### src/rtl/relock_pkg.sv
// Shared state encoding for the relock detector and the LED indicator stage.
package relock_pkg;

    typedef enum logic [1:0] {
        StIdle    = 2'd0,
        StLocked  = 2'd1,
        StSearch  = 2'd2,
        StCapture = 2'd3
    } relock_state_e;

    localparam logic [1:0] IdleCode    = 2'd0;
    localparam logic [1:0] LockedCode  = 2'd1;
    localparam logic [1:0] SearchCode  = 2'd2;
    localparam logic [1:0] CaptureCode = 2'd3;

endpackage

### src/rtl/relock_ramp.sv
// Triangle sweep generator: steps by `step` toward the active limit, clamps and reverses there.
module relock_ramp #(
    parameter int unsigned W = 16
) (
    input  logic         clk_in,
    input  logic         rst_n,
    input  logic         run,
    input  logic         hold,
    input  logic [W-1:0] step,
    input  logic [W-1:0] ramp_min,
    input  logic [W-1:0] ramp_max,
    output logic [W-1:0] ramp
);

    // Two guard bits so a full-scale unsigned step added to any signed value cannot overflow.
    localparam int unsigned SW = W + 2;

    logic [W-1:0]         ramp_q, ramp_d;
    logic                 down_q, down_d;
    logic signed [SW-1:0] cur, stp, mn, mx, sum;

    assign cur = {{2{ramp_q[W-1]}}, ramp_q};
    assign stp = {2'b00, step};
    assign mn  = {{2{ramp_min[W-1]}}, ramp_min};
    assign mx  = {{2{ramp_max[W-1]}}, ramp_max};
    assign sum = down_q ? (cur - stp) : (cur + stp);

    always_comb begin
        ramp_d = ramp_q;
        down_d = down_q;
        if (run && !hold) begin
            if (mn >= mx) begin
                ramp_d = ramp_min;
            end else if (sum >= mx) begin
                ramp_d = ramp_max;
                down_d = 1'b1;
            end else if (sum <= mn) begin
                ramp_d = ramp_min;
                down_d = 1'b0;
            end else begin
                ramp_d = sum[W-1:0];
            end
        end
    end

    always_ff @(posedge clk_in or negedge rst_n) begin
        if (!rst_n) begin
            ramp_q <= '0;
            down_q <= 1'b0;
        end else begin
            ramp_q <= ramp_d;
            down_q <= down_d;
        end
    end

    assign ramp = ramp_q;

endmodule

### src/rtl/relock_detector.sv
// Lock-loss detector: hysteresis compare with debounce, sweeps the actuator offset while unlocked.
module relock_detector
    import relock_pkg::*;
#(
    parameter int unsigned W     = 16,
    parameter int unsigned CNT_W = 24
) (
    input  logic             clk_in,
    input  logic             rst_n,
    input  logic             enable,
    input  logic [W-1:0]     sig_in,
    input  logic [W-1:0]     thr_lo,
    input  logic [W-1:0]     thr_hi,
    input  logic [CNT_W-1:0] t_unlock,
    input  logic [CNT_W-1:0] t_lock,
    input  logic [W-1:0]     ramp_step,
    input  logic [W-1:0]     ramp_min,
    input  logic [W-1:0]     ramp_max,
    output logic             relock_on,
    output logic [W-1:0]     ramp_out,
    output logic [1:0]       state_out
);

    relock_state_e    state_q, state_d;
    logic [CNT_W-1:0] lo_q, lo_d, hi_q, hi_d;
    logic             relock_q, relock_d;

    logic             sig_low, sig_high;
    logic [CNT_W-1:0] t_unlock_eff, t_lock_eff, lo_inc, hi_inc;
    logic             unlock_hit, lock_hit, lock_on_entry;

    assign sig_low  = $signed(sig_in) < $signed(thr_lo);
    assign sig_high = $signed(sig_in) > $signed(thr_hi);

    assign t_unlock_eff = (t_unlock == '0) ? CNT_W'(1) : t_unlock;
    assign t_lock_eff   = (t_lock == '0) ? CNT_W'(1) : t_lock;

    // Saturating increments; the compare uses one extra bit so lo_q+1 never wraps.
    assign lo_inc = (&lo_q) ? lo_q : lo_q + CNT_W'(1);
    assign hi_inc = (&hi_q) ? hi_q : hi_q + CNT_W'(1);
    assign unlock_hit    = ({1'b0, lo_q} + (CNT_W + 1)'(1)) >= {1'b0, t_unlock_eff};
    assign lock_hit      = ({1'b0, hi_q} + (CNT_W + 1)'(1)) >= {1'b0, t_lock_eff};
    // The sample that leaves SEARCH is the first high sample, so t_lock<=1 locks immediately.
    assign lock_on_entry = (t_lock_eff == CNT_W'(1));

    always_comb begin
        state_d = state_q;
        lo_d    = lo_q;
        hi_d    = hi_q;
        if (!enable) begin
            state_d = StIdle;
            lo_d    = '0;
            hi_d    = '0;
        end else begin
            case (state_q)
                StIdle: begin
                    state_d = StLocked;
                    lo_d    = '0;
                    hi_d    = '0;
                end
                StLocked: begin
                    hi_d = '0;
                    if (sig_low) begin
                        if (unlock_hit) begin
                            state_d = StSearch;
                            lo_d    = '0;
                        end else begin
                            lo_d = lo_inc;
                        end
                    end else begin
                        lo_d = '0;
                    end
                end
                StSearch: begin
                    lo_d = '0;
                    hi_d = '0;
                    if (sig_high) begin
                        if (lock_on_entry) begin
                            state_d = StLocked;
                        end else begin
                            state_d = StCapture;
                            hi_d    = CNT_W'(1);
                        end
                    end
                end
                StCapture: begin
                    lo_d = '0;
                    if (sig_high) begin
                        if (lock_hit) begin
                            state_d = StLocked;
                            hi_d    = '0;
                        end else begin
                            hi_d = hi_inc;
                        end
                    end else begin
                        state_d = StSearch;
                        hi_d    = '0;
                    end
                end
                default: begin
                    state_d = StIdle;
                    lo_d    = '0;
                    hi_d    = '0;
                end
            endcase
        end
    end

    assign relock_d = (state_d == StSearch) || (state_d == StCapture);

    always_ff @(posedge clk_in or negedge rst_n) begin
        if (!rst_n) begin
            state_q  <= StIdle;
            lo_q     <= '0;
            hi_q     <= '0;
            relock_q <= 1'b0;
        end else begin
            state_q  <= state_d;
            lo_q     <= lo_d;
            hi_q     <= hi_d;
            relock_q <= relock_d;
        end
    end

    relock_ramp #(
        .W(W)
    ) u_ramp (
        .clk_in   (clk_in),
        .rst_n    (rst_n),
        .run      (enable && (state_q == StSearch)),
        .hold     (sig_high),
        .step     (ramp_step),
        .ramp_min (ramp_min),
        .ramp_max (ramp_max),
        .ramp     (ramp_out)
    );

    assign relock_on = relock_q;
    assign state_out = state_q;

endmodule

### config.mk
export PLATFORM = sky130hd
export DESIGN_NAME = relock_detector
export DESIGN_NICKNAME = d
export VERILOG_FILES = /design/src/rtl/relock_pkg.sv /design/src/rtl/relock_ramp.sv /design/src/rtl/relock_detector.sv
export SDC_FILE = /design/constraint.sdc
export NUM_CORES = 1
export LEC_CHECK = 0
export ABC_AREA = 1
export CAP_MARGIN = 20
export CORE_MARGIN = 4
export CORE_UTILIZATION = 65
export DETAILED_ROUTE_END_ITERATION = 8
export DONT_BUFFER_PORTS = 1
export GPL_TIMING_DRIVEN = 1
export HOLD_SLACK_MARGIN = 0.05
export PLACE_DENSITY_LB_ADDON = 0.25
export SYNTH_ARGS = -nofsm -noshare
export SYNTH_HDL_FRONTEND = slang
export SYNTH_SLANG_ARGS = --single-unit
### constraint.sdc
create_clock -name clk_in -period 4.9 [get_ports clk_in]
set_input_delay 0.98 -clock clk_in [delete_from_list [all_inputs] [get_ports clk_in]]
set_output_delay 0.98 -clock clk_in [all_outputs]
set_load 0.02 [all_outputs]
Yosys cells after proc, flatten, opt, wreduce, memory -nomap -nowiden
Index checks and enable logic that the tools add are counted.
{ "word_totals": {"regBits": 68, "output_inout_bits": 19, "elab_cells": 69} }
{ "op_classes": {"add_sub_neg": 6, "order_cmp": 7, "n_eq_ne": 8, "n_mux": 28, "n_bitwise": 1, "n_reduce_logical": 13} }
{ "ops": {"columns": ["operator", "count"], "rows": [
  ["two-way mux 24 bit", 10],
  ["one-hot mux 24 bit (3 select lines)", 1],
  ["adder 24 x 1 -> 25 bit, second input constant", 2],
  ["greater-or-equal comparator 25 x 24 -> 1 bit", 2],
  ["adder 24 x 1 -> 24 bit, second input constant", 2],
  ["zero test 24 bit", 2],
  ["two-way mux 16 bit", 3],
  ["one-hot mux 24 bit (2 select lines)", 1],
  ["AND reduction 24 bit", 2],
  ["== test 24 x 1 -> 1 bit, second input constant", 1],
  ["adder 16 x 17 -> 18 bit", 1],
  ["greater-or-equal comparator 18 x 16 -> 1 bit", 1],
  ["less-or-equal comparator 18 x 16 -> 1 bit", 1],
  ["two-way mux 18 bit", 1],
  ["subtractor 16 x 17 -> 18 bit", 1],
  ["greater-or-equal comparator 16 bit", 1],
  ["greater-than comparator 16 bit", 1],
  ["less-than comparator 16 bit", 1],
  ["two-way mux 2 bit", 7],
  ["!= test 5 bit, second input constant", 2],
  ["== test 2 bit, second input constant", 4],
  ["one-hot mux 2 bit (4 select lines)", 1],
  ["two-way mux 1 bit", 4],
  ["AND reduction 3 bit", 1],
  ["9 further kinds", 10]
]} }

Logic depth before layout (Yosys ltp)
{ "logic_depth": {"word_depth": 9, "ltp_mapped": 33, "mapped_depth_nobuf": 33} }

Modules after synthesis
A second synthesis with hierarchy kept.
{ "unflattened": {"cells_unflattened": 1480, "area_unflattened_um2": 9485.3} }
{ "by_module_without_submodules": {"columns": ["mod", "n_inst", "cells_per_inst", "area_per_inst_um2"], "rows": [
  ["relock_detector", 1, 784, 5328.9],
  ["relock_ramp", 1, 696, 4156.5]
]} }

Worst setup path before layout
Ideal clock, no wire load.
{ "synth_path": {"kind": "input port to flip-flop", "startpoint": "input port ramp_step[0]", "endpoint": "register u_ramp.ramp_q[3] (netlist: u_ramp.ramp[3])", "setup_ns": 0.118, "t_arrival_ns": 4.771, "required_ns": 4.782, "path_slack_ns": 0.010, "cell_stages": 31, "path_cell_list": "inv_1 -> ha_1 -> nand3_1 -> nor2_1 -> nand3_1 -> or3_1 -> nand2_1 -> xor2_1 -> inv_1 -> ha_1 -> inv_1 -> nor3_1 -> o21ai_0 -> nand3_1 -> inv_1 -> o31ai_1 -> xor2_1 -> ha_1 -> nand2_2 -> inv_1 -> nand2_1 -> nand2_1 -> a21oi_1 -> nand3_1 -> nand2_1 -> nand3b_4 -> o21ai_4 -> buf_6 -> nand2_1 -> nand3_1 -> nand2_1"} }
{ "synth_between": {"elab_chain_len": 6, "word_cells_on_any_way": 8, "cone_classes": "2 x add/sub; 2 x order compare; 4 x mux"} }
{ "synth_lines": {"columns": ["item", "line_no", "text"], "rows": [
  ["start, declared", "relock_detector.sv:16", "input logic [W-1:0] ramp_step,"],
  ["adder 16 x 17 -> 18 bit or subtractor 16 x 17 -> 18 bit (tied branches)", "relock_ramp.sv:26", "assign sum = down_q ? (cur - stp) : (cur + stp);"],
  ["two-way mux 18 bit *", "relock_ramp.sv:26", null],
  ["less-or-equal comparator 18 x 16 -> 1 bit", "relock_ramp.sv:37", "end else if (sum <= mn) begin"],
  ["two-way mux 16 bit", "relock_ramp.sv:37", null],
  ["two-way mux 16 bit *", "relock_ramp.sv:34", "end else if (sum >= mx) begin"],
  ["two-way mux 16 bit *", "relock_ramp.sv:32", "if (mn >= mx) begin"],
  ["end signal, assigned", "relock_ramp.sv:51", "ramp_q <= ramp_d;"],
  ["end, declared", "relock_ramp.sv:18", "logic [W-1:0] ramp_q, ramp_d;"]
]} }
Mark *: on every way between the ends. The rest lies on a longest branch, timed or not.
A chain may end at the register's enable or synchronous reset.

Worst setup path in the final report
{ "layout_path": {"startpoint": "input port ramp_step[0]", "endpoint": "register u_ramp.ramp_q[7] (netlist: u_ramp.ramp[7])"} }
Same word-level chain as after synthesis.

==> key figures <==
Status
  – Status: finished, violations left
  – Violated checks: setup timing

Run
  – Max-cap violation count: 0

Pwr
  – Sw Pwr: 1.16 mW
  – Lkg Pwr: 5.71 nW
  – Comb power frac: 0.540
  – Pwr dens: 264 mW/mm²
  – Clock share of power: 0.228
  – Internal: 1.49 mW
  – Sequential power share: 0.232
  – Max IR drop VDD: 168 µV
  – Sw Ratio: 0.437

Drt
  – Vias after detailed routing: 8,966
  – WL final: 24,500 µm
  – Routed len/inst: 15.6 µm
  – First-iteration detailed-routing DRC count: 781
  – Antenna-violating nets left: 0
  – Vias per cell: 5.71
  – Residual DRC: 0
  – Pre-Repair DR Iteration Count: 9

Timing
  – Setup ws final: -0.105 ns
  – Worst Skew: 0.0132 ns
  – Worst slew pin tran: 0.637 ns
  – Max Freq: 200 MHz
  – Period minus WS final: 5.00 ns
  – Setup violators final: 16
  – Slew margin rel.: 0.574
  – Max Slew Vio Count: 0
  – Final Hold Viols: 0
  – Final cycle utilization of the critical path: 1.02
  – Setup TNS: -1.11 ns
  – RSZ-0062 raised after global routing: true
  – WHS: 0.330 ns

Clocking
  – Clock Root Buffer: clkbuf_16
  – Total CTS buffers: 9
  – Clock Path Buffers: 2
  – CTS tree: built
  – Sink Count: 68
  – Cts hold-fix bufs: 0
  – Clk_lat worst skew: 0.34 ns
  – H-tree depth: 3
  – Clock-pin slew on the worst setup and hold paths: 0.07 ns

Global routing
  – Initial antenna violation count: 0
  – Largest net degree at the start of global routing: 69
  – First-pass GRT wire length: 37,900 µm
  – Vias in the first global route: 8,313
  – Global route total overflow: 0
  – Total track usage: 0.284

Critical path
  – Crit path largest cell delay: 0.39 ns
  – Crit Path Category: primary input to register
  – Crit path top cell by count: nand2_2
  – Largest delay contributor family on the critical path: simple AND/OR/NAND/NOR gates
  – CP required: 5.12 ns
  – Critical path fanouts, max: 8
  – Worst Path Arrival: 5.22 ns
  – Crit-path slowest cell: or3_4
  – Critical Path End Type: register
  – CP bufs+invs: 4
  – Setup crit start kind: primary input

Place
  – DP Wirelength: 18,900 µm
  – PortBufs: 0
  – Pre-CTS WS: -0.421 ns
  – Post-DP Area: 0.00929 mm²
  – Inst Count DP: 1,541
  – Gpl congestion: 0.942

Min path
  – Tightest Hold Check Type: primary input to asynchronous set/reset pin

Synth
  – Number of synthesis warnings: 0
  – Syn Inst Count: 1,348
  – Syn nets: 1,647
  – Post-synthesis sequential area ratio: 0.191
  – Syn Area/Cell: 6.63 µm²
  – Yosys reg bits: 68
  – Mapped Area: 0.00893 mm²
  – Yosys cell types: 44

Die
  – Die area: 0.0157 mm²
  – Chip height: 125 µm
  – Io pins: 166
  – Core Area: 0.0133 mm²
  – Site row count: 42
  – Effective utilization at floorplan: 0.669
  – Die W: 125 µm

Layout
  – Layout cells sized above 1: 0.129
  – Ant diodes: 0
  – Filler cells: 1,058
  – Final instance area: 0.0100 mm²
  – NumNets Final: 1,688
  – Synth-to-layout area growth: 12.5%
  – Final instance count without filler cells: 1,569
## power groups by stage
stage	clock network (mW)	registers, mW	logic, mW
after floorplan	0	0.612	0.842
after global placement	0	0.623	1.13
after detailed placement	0	0.624	1.16
after CTS	0.605	0.613	1.18
after global routing	0.636	0.615	1.58
final	0.604	0.614	1.43
## layer usage
layer | vias up | routed length (µm) | part of all wire | global-route usage
li1 | 4396 | - | - | -
met2 | 469 | 11700 | 0.48 | 0.502
met5 | - | 0 | 0 | 0
met3 | 84 | 2310 | 0.094 | 0.0699
met4 | 0 | 635 | 0.026 | 0.0548
met1 | 4017 | 9900 | 0.40 | 0.355
## logic make-up (layout without fill, tap and decap cells)
kind of cell / Yosys count / in the layout / synth area share
AO/OA/AOI/OAI: 158 / 158 / 0.0968
flip-flops: 68 / 68 / 0.191
adder cells (fa/ha/maj): 152 / 152 / 0.214
AND/OR/NAND/NOR: 615 / 615 / 0.310
buffers and inverters: 294 / 339 / 0.129
XOR/XNOR: 61 / 61 / 0.0598
## worst reg2reg max path: stages, from the launching register on
cell and delay, ns:
dfrtp_1 0.64, inv_1 0.30, nand2_1 0.19, xnor2_1 0.13, inv_1 0.06, ha_1 0.31, buf_4 0.16, nand2_1 0.14
nor2_4 0.07, a21oi_2 0.20, nand2_2 0.12, a21oi_2 0.24, xnor2_2 0.15, ha_1 0.37, nand2_2 0.10, nor2_4 0.13
nand2_1 0.08, nor2_1 0.11, nand2_1 0.08, nand4_1 0.16, nand3b_4 0.14, o21ai_4 0.22, clkbuf_16 0.22, nand2_2 0.05
nand3_1 0.07, nand2_1 0.08
## flip-flops by register name (all words and copies together), names as in the netlist
register       count
u_ramp.down_q      1
state_out          2
hi_q              24
u_ramp.ramp       16
lo_q              24
relock_on          1
## placed cells by master, fill, tap and decap left out, types with 29 or more instances in the layout
master   count
a21oi_1     79
buf_4       34
dfrtp_1     68
ha_1       148
inv_1      272
nand2_1    285
nand3_1     47
nand4_1     33
nor2_1     123
nor2_2      29
o21ai_0     39
xor2_1      45
## what timing repair did
item,CTS,global route
gates resized for setup,4,95
gates cloned,0,1
setup endpoints to repair,17,17
hold endpoints to repair,0,0
setup buffers,0,13
pin swaps,2,52
## stage by stage
step | power (mW) | util
5_1_grt | 2.83 | 0.753
3_3_place_gp | 1.75 | 0.696
3_5_place_dp | 1.79 | 0.696
2_1_floorplan | 1.45 | -
6_report | 2.65 | 0.753
4_1_cts | 2.40 | 0.717
## synthesized netlist by cell type, drive strengths merged
| library cell | count | area [µm²] |
|---|---|---|
| and2 | 1 | 6.26 |
| nand3b | 5 | 50.1 |
| dfrtp | 68 | 1700 |
| inv | 281 | 1050 |
| nand2 | 308 | 1170 |
| a211oi | 2 | 15.0 |
| ha | 151 | 1890 |
| nor3 | 20 | 110 |
| a21oi | 88 | 440 |
| nand3 | 69 | 390 |
| a41o | 2 | 20.0 |
| o21bai | 4 | 30.0 |
| nand4 | 35 | 240 |
| buf | 9 | 82.6 |
| fa | 1 | 20.0 |
| nor2 | 161 | 697 |
| a21o | 7 | 52.6 |
| or2 | 3 | 21.3 |
| o21a | 5 | 37.5 |
| a31oi | 2 | 12.5 |
| or3 | 2 | 12.5 |
| nor4 | 8 | 50.1 |
| o31ai | 1 | 7.51 |
| o21ai | 46 | 241 |
| o211ai | 1 | 7.51 |
| clkbuf | 3 | 11.3 |
| clkinv | 1 | 3.75 |
| nor3b | 2 | 15.0 |
| xor2 | 46 | 403 |
| xnor2 | 15 | 131 |
| nor4b | 1 | 8.76 |
## worst paths after layout
kind | slack [ns] | end | cells after the start | from
setup / recovery | -0.10 | u_ramp.ramp[7]$_DFFE_PN0P_ | 30 | ramp_step[0]
hold / removal | 0.33 | u_ramp.ramp[15]$_DFFE_PN0P_ | 0 | rst_n
min in group clk_in | 0.55 | lo_q[0]$_DFFE_PN0P_ | 1 | lo_q[0]$_DFFE_PN0P_
hold reg to reg | 0.55 | lo_q[0]$_DFFE_PN0P_ | 1 | lo_q[0]$_DFFE_PN0P_
setup reg to reg | 0.28 | u_ramp.ramp[7]$_DFFE_PN0P_ | 25 | u_ramp.down_q$_DFFE_PN0P_
max in group asynchronous | 4.46 | hi_q[15]$_DFFE_PN0P_ | 0 | rst_n
## area by class of cell
class / instances / area (µm²) / share of cell area
Multi-Input combinational cell: 986 / 6410 / 0.638
Sequential cell: 68 / 1700 / 0.169
Inverter: 282 / 1080 / 0.107
Timing Repair Buffer: 42 / 368 / 0.0366
Clock buffer: 9 / 225 / 0.0224
Tap cell: 176 / 220 / 0.0219
Clock inverter: 6 / 41.3 / 0.00411
Note: power is estimated with default switching activity, not from simulation.
